`src/rtl/frame_capture_writer.sv`:
```
// rtl/frame_capture_writer.sv - copies one visible frame from the pixel stream into frame memory
module frame_capture_writer #(
    parameter int DATA_W     = 12,
    parameter int ADDR_W     = 19,
    parameter int H_ACTIVE   = 640,
    parameter int V_ACTIVE   = 480,
    parameter int FIFO_DEPTH = 16
) (
    input  logic              clk,
    input  logic              reset,
    input  logic              pix_valid,
    input  logic [9:0]        pix_h,
    input  logic [9:0]        pix_v,
    input  logic [DATA_W-1:0] pix_data,
    input  logic              capture_start,
    output logic              mem_req,
    output logic [ADDR_W-1:0] mem_addr,
    output logic [DATA_W-1:0] mem_data,
    input  logic              mem_ack,
    output logic              busy,
    output logic              done,
    output logic              overflow,
    output logic [ADDR_W-1:0] words_written
);

    localparam int PTR_W   = $clog2(FIFO_DEPTH);
    localparam int ENTRY_W = ADDR_W + DATA_W;
    localparam int H_LAST_I = H_ACTIVE - 1;
    localparam int V_LAST_I = V_ACTIVE - 1;

    localparam logic [9:0]        H_LIM      = H_ACTIVE[9:0];
    localparam logic [9:0]        V_LIM      = V_ACTIVE[9:0];
    localparam logic [9:0]        H_LAST     = H_LAST_I[9:0];
    localparam logic [9:0]        V_LAST     = V_LAST_I[9:0];
    localparam logic [PTR_W:0]    FULL_COUNT = FIFO_DEPTH[PTR_W:0];
    localparam logic [ADDR_W-1:0] LINE_WORDS = ADDR_W'(H_ACTIVE);

    typedef enum logic [2:0] {
        ST_IDLE,
        ST_ARM,
        ST_CAPTURE,
        ST_DRAIN,
        ST_DONE
    } state_t;

    state_t state;

    // Each FIFO entry carries its own address so the memory side never recomputes it.
    logic [ENTRY_W-1:0] fifo_mem [FIFO_DEPTH];
    logic [PTR_W:0]     wr_ptr;
    logic [PTR_W:0]     wr_ptr_d;
    logic [PTR_W:0]     rd_ptr;
    logic [PTR_W:0]     fifo_count;
    logic               fifo_full;
    logic               fifo_empty;
    logic               fifo_avail;

    logic               visible;
    logic               is_first;
    logic               is_last;
    logic               push_req;
    logic               push;
    logic               drop;
    logic               load;
    logic               mem_fire;
    logic [ADDR_W-1:0]  pix_addr;

    assign visible  = pix_valid && (pix_h < H_LIM) && (pix_v < V_LIM);
    assign is_first = visible && (pix_h == 10'd0) && (pix_v == 10'd0);
    assign is_last  = visible && (pix_h == H_LAST) && (pix_v == V_LAST);
    assign pix_addr = ADDR_W'(pix_v) * LINE_WORDS + ADDR_W'(pix_h);

    assign fifo_count = wr_ptr - rd_ptr;
    assign fifo_full  = (fifo_count == FULL_COUNT);
    assign fifo_empty = (fifo_count == '0);
    // Reads only see entries written before the previous edge, giving a fixed two-edge
    // push-to-request latency and keeping the read path off the write port.
    assign fifo_avail = (wr_ptr_d != rd_ptr);

    assign push_req = ((state == ST_ARM) && is_first) || ((state == ST_CAPTURE) && visible);
    assign push     = push_req && !fifo_full;
    assign drop     = push_req && fifo_full;
    assign mem_fire = mem_req && mem_ack;
    assign load     = fifo_avail && (!mem_req || mem_ack);

    // FIFO storage; flushing is done by the pointers, so the array needs no reset.
    always_ff @(posedge clk) begin
        if (push) begin
            fifo_mem[wr_ptr[PTR_W-1:0]] <= {pix_addr, pix_data};
        end
    end

    // FIFO pointers, plus a one-edge delayed write pointer for the read side.
    always_ff @(posedge clk) begin
        if (reset) begin
            wr_ptr   <= '0;
            wr_ptr_d <= '0;
            rd_ptr   <= '0;
        end else begin
            wr_ptr_d <= wr_ptr;
            if (push) begin
                wr_ptr <= wr_ptr + 1'b1;
            end
            if (load) begin
                rd_ptr <= rd_ptr + 1'b1;
            end
        end
    end

    // Memory output register: holds address/data steady until the memory acks.
    always_ff @(posedge clk) begin
        if (reset) begin
            mem_req  <= 1'b0;
            mem_addr <= '0;
            mem_data <= '0;
        end else if (load) begin
            {mem_addr, mem_data} <= fifo_mem[rd_ptr[PTR_W-1:0]];
            mem_req              <= 1'b1;
        end else if (mem_fire) begin
            mem_req <= 1'b0;
        end
    end

    // Per-capture status: sticky overflow and a saturating acked-word counter.
    always_ff @(posedge clk) begin
        if (reset) begin
            overflow      <= 1'b0;
            words_written <= '0;
        end else if ((state == ST_IDLE) && capture_start) begin
            overflow      <= 1'b0;
            words_written <= '0;
        end else begin
            if (drop) begin
                overflow <= 1'b1;
            end
            if (mem_fire && (words_written != '1)) begin
                words_written <= words_written + 1'b1;
            end
        end
    end

    // Capture sequencing with registered busy/done.
    always_ff @(posedge clk) begin
        if (reset) begin
            state <= ST_IDLE;
            busy  <= 1'b0;
            done  <= 1'b0;
        end else begin
            done <= 1'b0;
            case (state)
                ST_IDLE: begin
                    if (capture_start) begin
                        state <= ST_ARM;
                        busy  <= 1'b1;
                    end
                end
                ST_ARM: begin
                    if (is_first) begin
                        state <= ST_CAPTURE;
                    end
                end
                ST_CAPTURE: begin
                    if (is_last) begin
                        state <= ST_DRAIN;
                    end
                end
                ST_DRAIN: begin
                    if (fifo_empty && !mem_req) begin
                        state <= ST_DONE;
                        done  <= 1'b1;
                    end
                end
                ST_DONE: begin
                    state <= ST_IDLE;
                    busy  <= 1'b0;
                end
                default: begin
                    state <= ST_IDLE;
                    busy  <= 1'b0;
                end
            endcase
        end
    end

endmodule

```
`config.mk`:
```
export PLATFORM = sky130hd
export DESIGN_NAME = frame_capture_writer
export DESIGN_NICKNAME = d
export VERILOG_FILES = /design/src/rtl/frame_capture_writer.sv
export SDC_FILE = /design/constraint.sdc
export NUM_CORES = 1
export LEC_CHECK = 0
export CORE_UTILIZATION = 43
export DETAILED_ROUTE_END_ITERATION = 7
export HOLD_SLACK_MARGIN = 0.02
export PLACE_DENSITY = 0.62
export SETUP_SLACK_MARGIN = 0.3
export SYNTH_ARGS = -nofsm -noshare
export SYNTH_HDL_FRONTEND = slang
export SYNTH_SLANG_ARGS = --single-unit
```
`constraint.sdc`:
```
create_clock -name clk -period 17.3 [get_ports clk]
set_clock_uncertainty 0.15 [all_clocks]
set_input_delay 2.595 -clock clk [delete_from_list [all_inputs] [get_ports clk]]
set_output_delay 2.595 -clock clk [all_outputs]
set_load 0.05 [all_outputs]
```
==> impl_metrics.env <==
export IMPL_htreeDepth=2
export IMPL_numPortBuffers=90
export IMPL_status="completed"
export IMPL_io_pins=91
export IMPL_cts_setup_buffers=0
export IMPL_row_count=83
export IMPL_intPower_w=0.00233
export IMPL_post_cts_resized=0
export IMPL_numClockSinks=568
export IMPL_dp_cells=1894
export IMPL_core_um2=51500
export IMPL_cp_slowest_cell="and3_2"
export IMPL_synth_edff_count=496
export IMPL_yosys_area_top_type_share=0.663
export IMPL_r2r_end="fifo_mem[13][7]"
export IMPL_postSynthAreaPerCell_um2=19.4
export IMPL_power_w=0.00300
export IMPL_ctsRootBufferMaster="clkbuf_16"
export IMPL_synth_common_cells="496 x edfxtp_1, 155 x mux4_2, 85 x nand2_1, 72 x dfxtp_1, 46 x nor2_1"
export IMPL_synth_area_top_cells="edfxtp_1 66%, mux4_2 16%, dfxtp_1 6.4%"
export IMPL_die_area_um2=53100
export IMPL_p_leak_nw=8.05
export IMPL_r2r_start="rd_ptr[1]"
export IMPL_cp_arrival_ns=6.22
export IMPL_clkLatencyLatePin_ns=0.61
export IMPL_ir_worst_vdd_mv=0.0761
export IMPL_cts_buffer_depth=3
export IMPL_wire_per_inst_um=23.4
export IMPL_max_stage_delay_ns=1.06
export IMPL_synth_most_common_cell="edfxtp_1"
export IMPL_worstPathRequired_ns=17.36
export IMPL_max_freq_mhz=162
export IMPL_n_antenna_cell=0
export IMPL_routed_wl_mm=46.8
export IMPL_grt_pass1_vias=11500
export IMPL_grt_util_met1=0.258
export IMPL_layout_drive_gt1_share=0.207
export IMPL_clkSlewWorstSetupHoldPaths_ns=0.06
export IMPL_syn_nets=1228
export IMPL_grt_pass1_wl_mm=71.6
export IMPL_gp_congestion=0.744
export IMPL_grt_start_max_net_pins=54
export IMPL_cp_common_cell="nor2_1"
export IMPL_cp_start_kind="input pin"
export IMPL_max_cap_viol_count=0
export IMPL_hp_class="register to register"
export IMPL_p_sw_w=0.000668
export IMPL_r2r_cells=8
export IMPL_postRouteAntennaNets=0
export IMPL_synth_cell_types=56
export IMPL_seq_area_frac_synth=0.727
export IMPL_crit_type="input pin to register"
export IMPL_finish_utilization=0.504
export IMPL_endpoint_kind="register"
export IMPL_busiest_layer="met2"
export IMPL_met3_usage=0.0259
export IMPL_ys_ff_latch=568
export IMPL_cts_hold_buffers=0
export IMPL_tns_ns=0
export IMPL_cts_buffers=58
export IMPL_via_count=11000
export IMPL_synthArstFlopShare=0
export IMPL_power_density_nw_per_um2=115
export IMPL_report_final_slew_viol_count=0
export IMPL_antenna_found_initial=0
export IMPL_fin_crit_sh=0.356
export IMPL_dp_hpwl_mm=25.1
export IMPL_vias_per_cell=5.47
export IMPL_crit_chain="clkdlybuf4s50_1 > nor4b_1 > nand3_1 > nor3_1 > nor2_1 > nor2_1 > and3_2"
export IMPL_pwr_share_comb=0.091
export IMPL_use_met2=0.296
export IMPL_ys_warnings_count=0
export IMPL_syn_inst=1160
export IMPL_rsz0062_at_grt="no"
export IMPL_tritoncts="yes"
export IMPL_track_usage=0.182
export IMPL_die_w_um=231
export IMPL_setup_viol=0
export IMPL_layout_min_cycle_time_ns=6.16
export IMPL_final_cells=2001
export IMPL_start_util=0.436
export IMPL_r2r_slack_ns=13.28
export IMPL_path_max_fanout=31
export IMPL_nets=1342
export IMPL_ys_flop_type="edfxtp_1"
export IMPL_syn_area_um2=22500
export IMPL_tightest_slew_ns=1.35
export IMPL_hold_path_depth=2
export IMPL_initialDrtViolationCount=817
export IMPL_pwr_share_seq=0.511
export IMPL_first_pass_iters=5
export IMPL_overflow=0
export IMPL_power_share_clock=0.398
export IMPL_report_final_hold_viol_count=0
export IMPL_yosysTopAreaCell="edfxtp_1"
export IMPL_sw_frac_of_total=0.223
export IMPL_min_to="overflow"
export IMPL_area_growth_pct=15.6
export IMPL_die_y_um=231
export IMPL_timing_max_slew_rel_slack=0.0958
export IMPL_worstHoldStart="overflow"
export IMPL_drcViolationCount=0
[power by group through the flow]
stage / logic [W] / clock network, W / registers (W)
2_1_floorplan: 0.000165 / 0 / 0.00158
3_3_place_gp: 0.000273 / 0 / 0.00156
3_5_place_dp: 0.000277 / 0 / 0.00156
4_1_cts: 0.000277 / 0.00122 / 0.00153
5_1_grt: 0.000296 / 0.00127 / 0.00153
6_report: 0.000272 / 0.00119 / 0.00153
[stage by stage]
| step | instance area [um2] | setup WS (ns) | hold slack, ns |
|---|---|---|---|
| after floorplan | 22500 | 10.26 | 0.347 |
| after global placement | 24100 | 10.69 | 0.289 |
| after detailed placement | 24100 | 10.51 | 0.290 |
| after CTS | 26000 | 11.13 | 0.300 |
| after global routing | 26000 | 10.81 | 0.326 |
| final | 26000 | 11.14 | 0.296 |
[area by class of cell]
class | count | area [um2]
well taps | 680 | 851
flip-flops and latches | 568 | 16300
clock inverters | 15 | 181
clock buffers | 92 | 1630
repair buffers | 105 | 1010
multi-input cells | 529 | 5910
inverters | 12 | 45.0
fillers | 4216 | 25500
[how the worst max path moves through the flow]
stage                  start              end  cells after the start
floorplan           pix_h[0]   fifo_mem[3][0]                      5
global placement    pix_h[1]  fifo_mem[14][3]                      7
detailed placement  pix_h[1]  fifo_mem[13][3]                      7
CTS                 pix_h[1]  fifo_mem[13][6]                      7
global route        pix_h[1]  fifo_mem[13][6]                      7
finish              pix_h[1]  fifo_mem[13][7]                      7
[placed cells by master, fill, tap and decap left out, types with 4 or more instances in the layout]
cell type          n
a21oi_1           39
and3_1             8
and3_2            12
buf_4             15
clkbuf_1          30
clkbuf_16         59
clkdlybuf4s50_1   89
dfxtp_1           69
edfxtp_1         496
ha_1              29
inv_1             11
mux2_1             4
mux4_2           155
nand2_1           84
nand3_1            9
nand4_1           15
nor2_1            46
nor2b_1           12
nor3_1             7
o21a_1             5
o21ai_0            7
xnor2_1           15
xor2_1            23
[sequential cells by signal, summed over array words and instances (netlist names), 3 cells and up]
signal	cells
state	3
mem_addr	19
rd_ptr	5
wr_ptr	5
words_written	19
mem_data	12
fifo_mem	496
wr_ptr_d	5
[worst max-delay path: cells and delay by family]
family | cells | cell delay (ns)
simple gates | 6 | 2.77
buf+inv | 1 | 0.81
[per-layer routing]
metal  wire (um)  vias up
li1            -     4918
met1       21000     5738
met2       23000      241
met3        2110       53
met4         734        0
met5           0        -
[kinds of logic after synthesis]
group	count (synthesis)	share of synthesized area
buffers and inverters	63	0.0118
AO/OA/AOI/OAI	76	0.0212
AND/OR/NAND/NOR	222	0.0480
XOR/XNOR	40	0.0159
flip-flops	568	0.727
multiplexers	160	0.158
adder cells (fa/ha/maj)	31	0.0179
(Power assumes the default switching activity.)
